[config.mk]
export PLATFORM = sky130hd
export DESIGN_NAME = instr_encoder
export DESIGN_NICKNAME = d
export VERILOG_FILES = /design/src/rtl/instr_encoder.sv
export SDC_FILE = /design/constraint.sdc
export NUM_CORES = 1
export LEC_CHECK = 0
export ABC_AREA = 1
export BUFFER_PORTS_ARGS = -buffer_cell sky130_fd_sc_hd__buf_2
export CAP_MARGIN = 20
export CORE_MARGIN = 2
export CORE_UTILIZATION = 49
export CTS_CLUSTER_SIZE = 30
export DETAILED_ROUTE_END_ITERATION = 8
export GPL_ROUTABILITY_DRIVEN = 0
export PLACE_DENSITY = 0.84
export SYNTH_ARGS = -nofsm -noshare
export SYNTH_HDL_FRONTEND = slang
export SYNTH_SLANG_ARGS = --single-unit
[constraint.sdc]
create_clock -name clk_i -period 1.6 [get_ports clk_i]
set_clock_uncertainty 0.15 [all_clocks]
set_input_delay 0.16 -clock clk_i [delete_from_list [all_inputs] [get_ports clk_i]]
set_output_delay 0.16 -clock clk_i [all_outputs]
set_load 0.05 [all_outputs]
[src/rtl/instr_encoder.sv]
// Two-stage RISC-V instruction encoder: S1 captures the request and its range/format
// check, S2 holds the packed word (or NOP on error) until the downstream handshake.
module instr_encoder (
  input  logic        clk_i,
  input  logic        rst_ni,
  input  logic        in_valid_i,
  output logic        in_ready_o,
  input  logic [2:0]  fmt_i,
  input  logic [6:0]  opcode_i,
  input  logic [4:0]  rd_i,
  input  logic [4:0]  rs1_i,
  input  logic [4:0]  rs2_i,
  input  logic [2:0]  funct3_i,
  input  logic [6:0]  funct7_i,
  input  logic [31:0] imm_i,
  input  logic        flush_i,
  output logic        out_valid_o,
  input  logic        out_ready_i,
  output logic [31:0] instr_o,
  output logic        err_o,
  output logic [15:0] err_count_o
);
  localparam int          STAGES = 2;
  localparam logic [31:0] NOP    = 32'h0000_0013;
  localparam logic [2:0]  FMT_R = 3'd0, FMT_I = 3'd1, FMT_S = 3'd2,
                          FMT_B = 3'd3, FMT_U = 3'd4, FMT_J = 3'd5;

  typedef struct packed {
    logic [2:0]  fmt;
    logic [6:0]  opcode;
    logic [4:0]  rd;
    logic [4:0]  rs1;
    logic [4:0]  rs2;
    logic [2:0]  funct3;
    logic [6:0]  funct7;
    logic [31:0] imm;
    logic        err;
  } s1_t;

  logic [STAGES-1:0] vld_pipe_q, vld_pipe_d;
  s1_t               s1_q, s1_d;
  logic [31:0]       instr_q, asm_instr;
  logic              err_q;
  logic [15:0]       err_cnt_q, err_cnt_d;
  logic              adv, acc, chk_err;
  logic [20:0]       hi11;
  logic [19:0]       hi12;
  logic [11:0]       hi20;

  assign adv        = !vld_pipe_q[STAGES-1] || out_ready_i;
  assign in_ready_o = adv && !flush_i;
  assign acc        = in_valid_i && in_ready_o;

  // Immediate fits when all bits above the field's sign bit replicate it.
  assign hi11 = imm_i[31:11];
  assign hi12 = imm_i[31:12];
  assign hi20 = imm_i[31:20];

  always_comb begin
    chk_err = 1'b0;
    case (fmt_i)
      FMT_R:        chk_err = 1'b0;
      FMT_I, FMT_S: chk_err = !((&hi11) || !(|hi11));
      FMT_B:        chk_err = !((&hi12) || !(|hi12)) || imm_i[0];
      FMT_U:        chk_err = |imm_i[11:0];
      FMT_J:        chk_err = !((&hi20) || !(|hi20)) || imm_i[0];
      default:      chk_err = 1'b1;
    endcase
  end

  always_comb begin
    s1_d = '{fmt: fmt_i, opcode: opcode_i, rd: rd_i, rs1: rs1_i, rs2: rs2_i,
             funct3: funct3_i, funct7: funct7_i, imm: imm_i, err: chk_err};
  end

  always_comb begin
    asm_instr = NOP;
    case (s1_q.fmt)
      FMT_R: asm_instr = {s1_q.funct7, s1_q.rs2, s1_q.rs1, s1_q.funct3, s1_q.rd, s1_q.opcode};
      FMT_I: asm_instr = {s1_q.imm[11:0], s1_q.rs1, s1_q.funct3, s1_q.rd, s1_q.opcode};
      FMT_S: asm_instr = {s1_q.imm[11:5], s1_q.rs2, s1_q.rs1, s1_q.funct3, s1_q.imm[4:0],
                          s1_q.opcode};
      FMT_B: asm_instr = {s1_q.imm[12], s1_q.imm[10:5], s1_q.rs2, s1_q.rs1, s1_q.funct3,
                          s1_q.imm[4:1], s1_q.imm[11], s1_q.opcode};
      FMT_U: asm_instr = {s1_q.imm[31:12], s1_q.rd, s1_q.opcode};
      FMT_J: asm_instr = {s1_q.imm[20], s1_q.imm[10:1], s1_q.imm[11], s1_q.imm[19:12],
                          s1_q.rd, s1_q.opcode};
      default: asm_instr = NOP;
    endcase
    if (s1_q.err) asm_instr = NOP;
  end

  always_comb begin
    vld_pipe_d = vld_pipe_q;
    if (flush_i)  vld_pipe_d = '0;
    else if (adv) vld_pipe_d = {vld_pipe_q[STAGES-2:0], acc};
  end

  // A flushed word is never counted, even if the consumer was ready.
  always_comb begin
    err_cnt_d = err_cnt_q;
    if (!flush_i && vld_pipe_q[STAGES-1] && out_ready_i && err_q && (err_cnt_q != 16'hFFFF))
      err_cnt_d = err_cnt_q + 16'd1;
  end

  always_ff @(posedge clk_i or negedge rst_ni) begin
    if (!rst_ni) begin
      vld_pipe_q <= '0;
      s1_q       <= '0;
      instr_q    <= '0;
      err_q      <= 1'b0;
      err_cnt_q  <= '0;
    end else begin
      vld_pipe_q <= vld_pipe_d;
      err_cnt_q  <= err_cnt_d;
      if (adv && !flush_i) begin
        s1_q    <= s1_d;
        instr_q <= asm_instr;
        err_q   <= s1_q.err;
      end
    end
  end

  assign out_valid_o = vld_pipe_q[STAGES-1];
  assign instr_o     = instr_q;
  assign err_o       = err_q;
  assign err_count_o = err_cnt_q;
endmodule

# Word-level counts from Yosys, hierarchy flattened
# Cells that the tools add are included.
[word_totals] word_cells=61 ff_bits=119 input_bits=72 out_inout_bits=51
[classes] eq_ne=11 mux=5 reduce_logical=31 n_addsub=1
[op_table] cell="$pmux 32 s6" count=1
[op_table] cell="$mux 32" count=1
[op_table] cell="$reduce_or 12->1" count=2
[op_table] cell="$reduce_and 21->1" count=1
[op_table] cell="$reduce_or 21->1" count=1
[op_table] cell="$reduce_and 20->1" count=1
[op_table] cell="$reduce_or 20->1" count=1
[op_table] cell="$add 16x1->16 const B" count=1
[op_table] cell="$ne 16x16->1 const B" count=1
[op_table] cell="$eq 3x2->1 const B" count=4
[op_table] cell="$eq 3x3->1 const B" count=4
[op_table] cell="$reduce_and 12->1" count=1
[op_table] cell="$logic_not 1->1" count=8
[op_table] cell="$eq 3x1->1 const B" count=2
[op_table] cell="$logic_and 1x1->1" count=6
[op_table] cell="$logic_not 3->1" count=2
[op_table] cell="$logic_or 1x1->1" count=6
[op_table] cell="$pmux 1 s5" count=1
[op_table] cell="$mux 2" count=2
[op_table] cell="$reduce_bool 2->1" count=1
[op_table] cell="$reduce_or 2->1" count=1

# Longest topological paths before layout
[logic_depth] depth_word=6 ltp_mapped=10 mapped_depth_nobuf=10

# Worst setup path before layout
# No wires, ideal clock.
[synth_timing] path_type="reg2reg" from="reg err_cnt_q[0] (netlist: err_count_o[0])" to="reg err_cnt_q[5] (netlist: err_count_o[5])" synth_period_minus_slack_ns=2.150 n_path_buf=1 path_stages_with_launch=10 path_slack_ns=-0.550 setup_time_ns=0.120 arrival_time_ns=1.880 required_time_ns=1.330 cell_sequence="dfrtp_1 ha_1 nand3_2 nor2_4 nand4_2 nand2_2 nand2_4 buf_6 nand4_1 nand2_1"
[synth_between] elab_chain_len=2 word_cells_on_any_way=3 cone_classes="1 x add/sub; 1 x eq/ne; 1 x reduce/logical"
[synth_lines] item="start: declaration" line_no="44" source="logic [15:0] err_cnt_q, err_cnt_d;"
[synth_lines] item="start signal: assignment" line_no="115" source="err_cnt_q <= err_cnt_d;"
[synth_lines] item="parallel branches: the longest is 2 deep, another holds $add 16x1->16"
# Several ways; the timed one is not identified.
# A chain may end at the register's enable or synchronous reset.

# Worst setup path after layout
[layout_timing] from="reg vld_pipe_q[1]" to="out in_ready_o"
[layout_between] elab_chain_len=3
[layout_lines] item="start: declaration" line_no="40" source="logic [STAGES-1:0] vld_pipe_q, vld_pipe_d;"
[layout_lines] item="start signal: assignment" line_no="114" source="vld_pipe_q <= vld_pipe_d;"
[layout_lines] item="$logic_not 1->1" line_no="50" source="assign adv = !vld_pipe_q[STAGES-1] || out_ready_i;"
[layout_lines] item="$logic_or 1x1->1" line_no="50"
[layout_lines] item="$logic_and 1x1->1" line_no="51" source="assign in_ready_o = adv && !flush_i;"
[layout_lines] item="end: declaration" line_no="7" source="output logic in_ready_o,"
# Every way passes these cells.

==> results.sh <==
export IMPL_reg2reg_to="err_count_o[10]$_DFFE_PN0P_"
export IMPL_place_ws_ps=-156.7
export IMPL_slowest_stage="dfrtp_2"
export IMPL_crit_top_cell="inv_2"
export IMPL_worstSetupPathType="register to output port"
export IMPL_min_path_type="primary input to register"
export IMPL_netlist_cell_type_count=33
export IMPL_switching_share_pct=34.39
export IMPL_ir_drop_mv=0.9564
export IMPL_cp_depth=6
export IMPL_cts_max_level=4
export IMPL_power_frac_seq_pct=35.1
export IMPL_comb_power_share_pct=26.3
export IMPL_io_buffer_count=122
export IMPL_antenna_cells=0
export IMPL_path_buf_inv=4
export IMPL_final_cell_area_mm2=0.008305
export IMPL_cts_root_buf="clkbuf_16"
export IMPL_p_sw_mw=3.694
export IMPL_clk_pin_slew_ps=60
export IMPL_power_mw=10.74
export IMPL_cp_arrival_ps=1360
export IMPL_drive_gt1_share_pct=30.35
export IMPL_ios=123
export IMPL_grt_max_degree=73
export IMPL_ys_warn_count=0
export IMPL_grt_pass1_wl_um=27390
export IMPL_intPower_mw=7.050
export IMPL_timing_rr_start="err_count_o[0]$_DFFE_PN0P_"
export IMPL_critPathLaunchType="register"
export IMPL_status="finished with violations"
export IMPL_maxCapViolCount=0
export IMPL_rr_worst_depth=8
export IMPL_wl_per_cell_um=17.14
export IMPL_cts_made_buffers=17
export IMPL_netlist_area_mm2=0.005525
export IMPL_fin_nets=986
export IMPL_grt_ovfl_total=0
export IMPL_drt_iter0_drc=526
export IMPL_synth_seq_cells=119
export IMPL_start_util_pct=50.53
export IMPL_core_area_mm2=0.01094
export IMPL_placed_cells=950
export IMPL_die_x_um=110.2
export IMPL_tightest_slew_ps=405.5
export IMPL_grtUsageTotal_pct=29.67
export IMPL_slew_viol_final=0
export IMPL_ant_nets=0
export IMPL_drc=0
export IMPL_rsz0062_at_grt="true"
export IMPL_grt_pass1_vias=5740
export IMPL_crit_family="flip-flops"
export IMPL_rows=38
export IMPL_cts_tree="yes"
export IMPL_p_per_area_mw_per_mm2=1294
export IMPL_final_common_cell="nand2_1"
export IMPL_clkPwrFrac_pct=38.6
export IMPL_clk_path_buf_depth=2
export IMPL_avgSynthCellArea_um2=8.271
export IMPL_routed_wl_um=18280
export IMPL_fin_ws_ps=-72.38
export IMPL_period_needed_ps=1672
export IMPL_die_h_um=110.2
export IMPL_path_cells="inv_2, nor2_4, inv_2, nand2_4, inv_6, buf_8"
export IMPL_violations="setup timing"
export IMPL_finalCritPeriodShare_pct=104.5
export IMPL_cp_data_required_time_ps=1290
export IMPL_critPathCaptureType="output port"
export IMPL_vias=5788
export IMPL_ys_seq_area_share_pct=53.89
export IMPL_via_per_inst=5.430
export IMPL_die_area_mm2=0.01214
export IMPL_maxSlewHeadroom_pct=72.97
export IMPL_multi_input_area_mm2=0.002397
export IMPL_dpl_instance_area_mm2=0.006613
export IMPL_syn_nets=741
export IMPL_cts_sinks=119
export IMPL_n_fill_cell=698
export IMPL_finalHoldViolCount=0
export IMPL_reg2reg_slack_ps=-60
export IMPL_crit_start="vld_pipe_q[1]$_DFFE_PN0P_"
export IMPL_final_cell_mix="nand2_1, buf_2, dfrtp_1"
export IMPL_fmax_mhz=597.9
export IMPL_leakagePower_nw=4.252
export IMPL_dp_hpwl_um=10140
export IMPL_setup_violations=16
export IMPL_antenna_found_initial=0
export IMPL_holdWs_ps=18.41
export IMPL_drt_first_pass_iters=6
export IMPL_syn2layout_area_growth_pct=50.32
export IMPL_crit_end="in_ready_o"
export IMPL_synthCells=668
export IMPL_register_area_mm2=0.002995
export IMPL_cp_max_fo=5
export IMPL_critical_path_max_stage_delay_ps=420
export IMPL_instances_no_fill=1066
export IMPL_clk_latency_ps=420
## power groups by stage
stage	Sequential, mW	Combinational [mW]	Clock [mW]
finish	3.77	2.83	4.15
global route	3.81	3.04	4.30
floorplan	4.49	0.920	0
global placement	3.76	2.44	0
CTS	3.74	2.70	4.12
detailed placement	3.78	2.50	0
## how the worst min path moves through the flow
stage                             endpoint     start  slack, ps  depth (start not counted)
2_1_floorplan  err_count_o[10]$_DFFE_PN0P_    rst_ni       -290                          0
6_report              s1_q[66]$_DFFE_PN0P_  fmt_i[1]         20                          3
4_1_cts               s1_q[66]$_DFFE_PN0P_  fmt_i[1]         30                          3
3_3_place_gp    err_count_o[7]$_DFFE_PN0P_    rst_ni         20                          2
5_1_grt               s1_q[66]$_DFFE_PN0P_  fmt_i[1]         50                          3
3_5_place_dp   err_count_o[15]$_DFFE_PN0P_    rst_ni         20                          2
## registers in the layout (all words and copies together) (netlist names)
| register | count |
|---|---|
| s1_q | 68 |
| instr_o | 32 |
| err_count_o | 16 |
| vld_pipe_q | 2 |
| err_o | 1 |
## worst min-delay path, cell delays in order
cell,delay (ps)
buf_2,80
inv_1,90
o21ai_0,210
## final cells by class
cell class / instances / share of cell area (%)
Sequential cell: 119 / 36.07
Multi-Input combinational cell: 478 / 28.86
Timing Repair Buffer: 248 / 23.06
Clock buffer: 19 / 5.212
Clock inverter: 13 / 2.350
Inverter: 49 / 2.335
Tap cell: 140 / 2.109
## logic make-up after synthesis
group | synth area share (%)
AOI/OAI and AO/OA | 10.33
xor gates and xnor gates | 1.268
DFF | 53.89
adders and majority gates | 0.2264
and+or+nand+nor | 28.51
buffers and inverters | 5.774
## synthesized netlist by cell type
cell      instances  area share, %
clkbuf_1          6           0.41
o22a_1            3           0.48
xnor2_1           1           0.16
nor3_2            2           0.36
buf_6             2           0.41
nor3_1            5           0.45
nand2_4           2           0.41
a21oi_1          12            1.1
nand3b_2          2           0.41
nand2_2           8           0.91
inv_2            10           0.68
a22oi_1           8            1.1
nor2_4            1           0.20
nand3_1          23            2.1
xor2_1            7            1.1
nand4_1           5           0.57
nor2_2            4           0.45
nand3_2           2           0.36
o21ai_0          38            3.4
buf_4             2           0.27
a22o_1           15            2.4
nor2_1           38            2.6
a211oi_1          1           0.14
inv_1            39            2.6
dfrtp_1         119             54
buf_2            15            1.4
nand2_1         281             19
nor3_4            1           0.29
o21ai_2           8            1.3
ha_1              1           0.23
o21ai_1           5           0.45
nand4_2           1           0.23
nor4_1            1           0.11
## per-stage QoR
stage | TNS, ps | utilization (%)
2_1_floorplan | -2860 | -
3_3_place_gp | -882.7 | 60.47
3_5_place_dp | -1711 | 60.47
4_1_cts | -267.6 | 74.13
5_1_grt | -1597 | 75.95
6_report | -509.1 | 75.95
## routing by layer
| metal | part of all wire (%) | global-route usage, % | vias to the layer above |
|---|---|---|---|
| met5 | 0 | 0 | - |
| met4 | 2.9 | 11.25 | 0 |
| met3 | 7.9 | 6.878 | 51 |
| met2 | 51 | 50.70 | 306 |
| met1 | 38 | 36.68 | 2807 |
| li1 | - | - | 2624 |
## repair_timing
| action | in CTS | in global routing |
|---|---|---|
| hold endpoints to repair | 187 | 0 |
| gates cloned | 3 | 4 |
| setup endpoints to repair | 16 | 75 |
| buffers inserted | 4 | 2 |
| hold buffers | 72 | 0 |
| pin swaps | 7 | 4 |
| gates resized for setup | 18 | 30 |
(Power assumes the default switching activity.)
